### src/rtl/id_issue_pkg.sv
// Shared constants for the ID/EX issue register: forwarding source indices,
// default widths and source-used bit positions.
package id_issue_pkg;

  localparam int unsigned FWD_SRC_EX  = 0;
  localparam int unsigned FWD_SRC_MEM = 1;
  localparam int unsigned FWD_SRC_WB  = 2;

  localparam int unsigned SRC_USED_A = 0;
  localparam int unsigned SRC_USED_B = 1;

  localparam int unsigned DEF_DATA_W    = 32;
  localparam int unsigned DEF_REG_AW    = 5;
  localparam int unsigned DEF_NUM_FWD   = 3;
  localparam int unsigned DEF_PAYLOAD_W = 48;
  localparam int unsigned DEF_CNT_W     = 16;

  // Packed ID/EX entry: {ra_data, rb_data, ra_addr, rb_addr, dst_addr, gpr_we_, is_load, payload}
  function automatic int unsigned entry_w(int unsigned data_w, int unsigned reg_aw,
                                          int unsigned payload_w);
    return 2 * data_w + 3 * reg_aw + 2 + payload_w;
  endfunction

endpackage

### src/rtl/id_fwd_sel.sv
// Priority forwarding match/mux for one source operand; lowest source index
// (youngest) wins, and a pending winner raises hazard instead of supplying data.
module id_fwd_sel
  import id_issue_pkg::*;
#(
  parameter int unsigned DATA_W   = DEF_DATA_W,
  parameter int unsigned REG_AW   = DEF_REG_AW,
  parameter int unsigned NUM_FWD  = DEF_NUM_FWD,
  parameter int unsigned ZERO_REG = 1
) (
  input  logic                      used,
  input  logic [REG_AW-1:0]         addr,
  input  logic [DATA_W-1:0]         rf_data,
  input  logic [NUM_FWD-1:0]        fwd_we_,
  input  logic [NUM_FWD-1:0]        fwd_rdy,
  input  logic [NUM_FWD*REG_AW-1:0] fwd_addr,
  input  logic [NUM_FWD*DATA_W-1:0] fwd_data,
  output logic [DATA_W-1:0]         data,
  output logic                      hazard
);

  logic found;

  always_comb begin
    data   = rf_data;
    hazard = 1'b0;
    found  = 1'b0;
    if (ZERO_REG != 0 && addr == '0) begin
      data = '0;
    end else if (used) begin
      for (int i = 0; i < NUM_FWD; i++) begin
        if (!found && !fwd_we_[i] && fwd_addr[i*REG_AW +: REG_AW] == addr) begin
          found = 1'b1;
          if (fwd_rdy[i]) data = fwd_data[i*DATA_W +: DATA_W];
          else            hazard = 1'b1;
        end
      end
    end
  end

endmodule

### src/rtl/id_issue_reg.sv
// ID/EX issue register: resolves operands from forwarding sources, interlocks on
// pending loads and holds results in a valid/ready register with a one-entry skid.
module id_issue_reg
  import id_issue_pkg::*;
#(
  parameter int unsigned DATA_W    = DEF_DATA_W,
  parameter int unsigned REG_AW    = DEF_REG_AW,
  parameter int unsigned NUM_FWD   = DEF_NUM_FWD,
  parameter int unsigned PAYLOAD_W = DEF_PAYLOAD_W,
  parameter int unsigned CNT_W     = DEF_CNT_W,
  parameter int unsigned ZERO_REG  = 1
) (
  input  logic                      clk,
  input  logic                      reset,
  input  logic                      flush,
  input  logic                      in_valid,
  output logic                      in_ready,
  input  logic [REG_AW-1:0]         in_ra_addr,
  input  logic [REG_AW-1:0]         in_rb_addr,
  input  logic [1:0]                in_src_used,
  input  logic [DATA_W-1:0]         in_rf_data_a,
  input  logic [DATA_W-1:0]         in_rf_data_b,
  input  logic [REG_AW-1:0]         in_dst_addr,
  input  logic                      in_gpr_we_,
  input  logic                      in_is_load,
  input  logic [PAYLOAD_W-1:0]      in_payload,
  input  logic [NUM_FWD-1:0]        fwd_we_,
  input  logic [NUM_FWD-1:0]        fwd_rdy,
  input  logic [NUM_FWD*REG_AW-1:0] fwd_addr,
  input  logic [NUM_FWD*DATA_W-1:0] fwd_data,
  output logic                      out_valid,
  input  logic                      out_ready,
  output logic [DATA_W-1:0]         out_ra_data,
  output logic [DATA_W-1:0]         out_rb_data,
  output logic [REG_AW-1:0]         out_ra_addr,
  output logic [REG_AW-1:0]         out_rb_addr,
  output logic [REG_AW-1:0]         out_dst_addr,
  output logic                      out_gpr_we_,
  output logic                      out_is_load,
  output logic [PAYLOAD_W-1:0]      out_payload,
  output logic                      hazard,
  output logic [CNT_W-1:0]          ilock_cnt
);

  localparam int unsigned EW = entry_w(DATA_W, REG_AW, PAYLOAD_W);
  // Reset entry: everything zero except the active-low write enable.
  localparam logic [EW-1:0] RST_ENTRY =
      {{(EW-PAYLOAD_W-2){1'b0}}, 1'b1, 1'b0, {PAYLOAD_W{1'b0}}};

  logic [DATA_W-1:0] ra_data, rb_data;
  logic              hazard_a, hazard_b;
  logic [EW-1:0]     in_entry, main_q, skid_q;
  logic              main_valid_q, skid_valid_q;
  logic [CNT_W-1:0]  ilock_q;
  logic              accept, consume;

  id_fwd_sel #(
    .DATA_W  (DATA_W),
    .REG_AW  (REG_AW),
    .NUM_FWD (NUM_FWD),
    .ZERO_REG(ZERO_REG)
  ) u_sel_a (
    .used    (in_src_used[SRC_USED_A]),
    .addr    (in_ra_addr),
    .rf_data (in_rf_data_a),
    .fwd_we_ (fwd_we_),
    .fwd_rdy (fwd_rdy),
    .fwd_addr(fwd_addr),
    .fwd_data(fwd_data),
    .data    (ra_data),
    .hazard  (hazard_a)
  );

  id_fwd_sel #(
    .DATA_W  (DATA_W),
    .REG_AW  (REG_AW),
    .NUM_FWD (NUM_FWD),
    .ZERO_REG(ZERO_REG)
  ) u_sel_b (
    .used    (in_src_used[SRC_USED_B]),
    .addr    (in_rb_addr),
    .rf_data (in_rf_data_b),
    .fwd_we_ (fwd_we_),
    .fwd_rdy (fwd_rdy),
    .fwd_addr(fwd_addr),
    .fwd_data(fwd_data),
    .data    (rb_data),
    .hazard  (hazard_b)
  );

  assign hazard   = in_valid & (hazard_a | hazard_b);
  assign in_ready = ~skid_valid_q;
  assign accept   = in_valid & in_ready & ~hazard & ~flush;
  assign consume  = main_valid_q & out_ready;
  assign in_entry = {ra_data, rb_data, in_ra_addr, in_rb_addr, in_dst_addr,
                     in_gpr_we_, in_is_load, in_payload};

  // skid_valid implies main_valid, and in_ready=0 blocks accept while the skid drains.
  always_ff @(posedge clk) begin
    if (!reset) begin
      main_q       <= RST_ENTRY;
      skid_q       <= RST_ENTRY;
      main_valid_q <= 1'b0;
      skid_valid_q <= 1'b0;
    end else if (flush) begin
      main_valid_q <= 1'b0;
      skid_valid_q <= 1'b0;
    end else if (skid_valid_q) begin
      if (out_ready) begin
        main_q       <= skid_q;
        skid_valid_q <= 1'b0;
      end
    end else if (accept) begin
      if (!main_valid_q || out_ready) begin
        main_q       <= in_entry;
        main_valid_q <= 1'b1;
      end else begin
        skid_q       <= in_entry;
        skid_valid_q <= 1'b1;
      end
    end else if (consume) begin
      main_valid_q <= 1'b0;
    end
  end

  always_ff @(posedge clk) begin
    if (!reset) begin
      ilock_q <= '0;
    end else if (hazard && !flush && ilock_q != {CNT_W{1'b1}}) begin
      ilock_q <= ilock_q + 1'b1;
    end
  end

  assign out_valid = main_valid_q;
  assign ilock_cnt = ilock_q;
  assign {out_ra_data, out_rb_data, out_ra_addr, out_rb_addr, out_dst_addr,
          out_gpr_we_, out_is_load, out_payload} = main_q;

endmodule

### config.mk
export PLATFORM = sky130hd
export DESIGN_NAME = id_issue_reg
export DESIGN_NICKNAME = d
export VERILOG_FILES = /design/src/rtl/id_issue_pkg.sv /design/src/rtl/id_fwd_sel.sv /design/src/rtl/id_issue_reg.sv
export SDC_FILE = /design/constraint.sdc
export NUM_CORES = 1
export LEC_CHECK = 0
export CAP_MARGIN = 20
export CORE_UTILIZATION = 40
export CTS_CLUSTER_SIZE = 30
export DETAILED_ROUTE_END_ITERATION = 7
export GPL_TIMING_DRIVEN = 1
export PLACE_DENSITY_LB_ADDON = 0.1
export SLEW_MARGIN = 5
export SYNTH_ARGS = -nofsm -noshare
export SYNTH_HDL_FRONTEND = slang
export SYNTH_HIERARCHICAL = 1
export SYNTH_SLANG_ARGS = --single-unit
### constraint.sdc
create_clock -name clk -period 6.1 [get_ports clk]
set_clock_uncertainty 0.05 [all_clocks]
set_input_delay 1.22 -clock clk [delete_from_list [all_inputs] [get_ports clk]]
set_output_delay 1.22 -clock clk [all_outputs]
set_load 0.05 [all_outputs]
==> impl_metrics.json <==
{
  "synth_cell_type_count": 55,
  "clk_pin_slew_worst_paths_ns": 0.06,
  "ys_seq_area_frac": 0.315,
  "synth-xor-area-share": 0.0158,
  "layout_commonest_cell": "nand2_1",
  "grt_pass1_vias": 18064,
  "crit_path_end_kind": "output pin",
  "highest_layer": "met5",
  "drive_gt1_frac": 0.0486,
  "p_per_area_nw_per_um2": 218,
  "die-width_um": 211,
  "cpPeakStageDelay_ns": 0.56,
  "cts_buffer_depth": 3,
  "nets": 2841,
  "antenna_left": 0,
  "period_needed_ns": 5.10,
  "gp_congestion": 0.954,
  "final_cell_mix": "408 x nand2_1, 395 x clkdlybuf4s50_1, 275 x dfxtp_1",
  "dpl.hpwl_um": 48200,
  "netlist.area_leader.share": 0.315,
  "clock_latency_ns": 0.62,
  "coreArea_um2": 43200,
  "synth_top_area_cell": "dfxtp_1",
  "htreeDepth": 1,
  "post-cts-setup-buffers": 0,
  "drv_cap": 0,
  "critical-path-top-delay-family": "simple AND/OR/NAND/NOR gates",
  "multi_input_area_um2": 10600,
  "cts-root-buf": "clkbuf_16",
  "tightest_slew_ns": 0.989,
  "ir_worst_vdd_mv": 0.183,
  "start_util": 0.406,
  "synthAdderAreaFrac": 0.000714,
  "critPathBufInv": 2,
  "syn_area_per_cell_um2": 7.41,
  "rows": 76,
  "crit_path_start_kind": "input pin",
  "synth_top_family_by_area": "compound AO/OA/AOI/OAI gates",
  "p_leak_nw": 7.68,
  "fp.dieArea_um2": 44700,
  "drc": 0,
  "synth_edf_count": 0,
  "route.detailed.vias_per_inst": 5.96,
  "synthesis.area_um2": 17500,
  "antenna_found_initial": 33,
  "grtUsageTotal": 0.309,
  "yosysWarnings": 6,
  "grt_overflow": 0,
  "finalSetupViolations": 0,
  "drtIter0Drc": 1740,
  "wl_per_cell_um": 22.3,
  "netlist_instances": 2367,
  "synth_seq_cells": 276,
  "fmax_mhz": 196,
  "wl_met1_um": 29400,
  "regArea_um2": 5530,
  "required_ns": 4.83,
  "cts_resized": 0,
  "dr_wl_met3_um": 6440,
  "ys_async_sr_fraction": 0,
  "grt_pass1_wl_um": 107000,
  "hold_path_class": "reg -> reg",
  "fin_setup_tns_ns": 0,
  "num_vias": 19173,
  "path_class": "in -> out",
  "die_h_um": 211,
  "cp_max_fo": 6,
  "wl_met2_um": 31900,
  "arrival_ns": 3.83,
  "final_hold_viol_count": 0,
  "synthTopCellsByArea": "dfxtp_1 32%, nand2_1 8.8%, a211oi_1 8.2%, a21oi_1 7.7%, mux2i_1 7.6%",
  "drv_slew": 0,
  "synthMuxAreaShare": 0.0766,
  "cts_tree": "done",
  "outcome": "finished clean",
  "slew_headroom": 0.340,
  "nFillCells": 4265,
  "crit_chain": "clkdlybuf4s50_1 > xor2_1 > nor4_4 > nor4b_1 > nand2_1 > a31oi_1 > or2_2 > and2_1 > buf_12",
  "holdBufCountCts": 0,
  "rsz0062_at_grt": "no",
  "worst_path_max_delay_cell": "clkdlybuf4s50_1",
  "synth_compound_area_frac": 0.317,
  "port_buffers": 400,
  "ios": 401,
  "syn_nets": 2621,
  "drtPass1Iterations": 5,
  "synth_ff_type": "dfxtp_1",
  "grt_max_degree": 155,
  "syn_to_final_growth_pct": 29.3,
  "period_share": 0.835,
  "cts-buffers-inserted": 31,
  "whs_ns": 0.403,
  "clock-sinks": 276,
  "synth_simple_gate_area_share": 0.192,
  "finalWirelength_um": 71700
}
cell usage after synthesis, types with 2 or more instances:
| library cell | count |
|---|---|
| or2b_1 | 2 |
| o211ai_1 | 64 |
| xor2_2 | 2 |
| nor3_1 | 6 |
| and3_1 | 65 |
| nor4_1 | 68 |
| xnor2_1 | 16 |
| nor3b_4 | 2 |
| buf_6 | 10 |
| buf_1 | 7 |
| dfxtp_1 | 276 |
| o21a_1 | 128 |
| nand2b_1 | 4 |
| buf_2 | 94 |
| and4_4 | 2 |
| nand3_1 | 4 |
| clkbuf_1 | 128 |
| nor2_2 | 2 |
| a31oi_1 | 67 |
| a21oi_1 | 268 |
| nor2_1 | 134 |
| nor4_2 | 2 |
| a211oi_1 | 192 |
| xor2_1 | 12 |
| o31ai_1 | 68 |
| or4_1 | 5 |
| or2_1 | 2 |
| nand2_1 | 410 |
| mux2i_1 | 133 |
| o21ai_0 | 70 |
| nor3b_2 | 2 |
| or3_1 | 8 |
| buf_4 | 14 |
| inv_1 | 67 |
| nand4_1 | 12 |
| nor4b_1 | 2 |
cell families (layout without fill, tap and decap cells):
family	after synthesis	in the layout
buffers and inverters	323	567
XOR/XNOR	30	30
adder cells (fa/ha/maj)	1	1
other	0	22
multiplexers	134	134
flip-flops	276	276
AO/OA/AOI/OAI	862	862
AND/OR/NAND/NOR	741	741
worst paths after layout:
check / start / endpoint / slack (ns) / cells past startpoint
setup / recovery: in_rb_addr[4] / hazard / 1.00 / 9
hold / removal: skid_q[97]$_SDFFE_PN0P_ / skid_q[97]$_SDFFE_PN0P_ / 0.40 / 2
setup reg to reg: skid_valid_q$_SDFF_PP0_ / main_q[69]$_SDFFE_PN0P_ / 2.90 / 4
hold reg to reg: skid_q[97]$_SDFFE_PN0P_ / skid_q[97]$_SDFFE_PN0P_ / 0.40 / 2
registers in the layout, indices dropped and copies added (netlist names):
name / count
out_valid: 1
main_q: 129
skid_q: 129
ilock_cnt: 16
skid_valid_q: 1
power breakdown:
group | leakage, nW | internal (mW) | switching, mW
clock | 0.529 | 1.15 | 0.795
sequential | 2.24 | 1.85 | 0.0284
combinational | 4.91 | 0.419 | 0.684
total | 7.68 | 3.42 | 1.51
tightest hold or removal path: stages (launching register included):
cell	delay (ns)
dfxtp_1	0.31
nand2_1	0.05
a21oi_1	0.05
area by class of cell:
cell class                 instances  share of cell area
antenna                           22             0.00243
multi-input combinational       1768               0.468
timing repair buffer             442               0.195
clock inverter                    10             0.00524
clock buffer                      47              0.0417
inverter                          68              0.0116
sequential                       276               0.244
tap                              585              0.0323
layer usage:
metal | track usage | vias up
met2 | 0.486 | 824
met4 | 0.153 | 30
li1 | - | 9044
met1 | 0.386 | 9067
met5 | 0 | -
met3 | 0.0846 | 208
stage by stage:
step	util	total power, mW	instance area [um2]	worst slack (ns)	std cells
floorplan	-	2.56	17500	1.68	2367
global placement	0.498	3.00	21500	1.02	3137
detailed placement	0.498	3.01	21500	1.01	3138
CTS	0.523	4.98	22600	1.00	3195
global route	0.524	5.13	22600	0.815	3203
finish	0.525	4.93	22700	1.00	3218
Note: power is estimated with default switching activity, not from simulation.
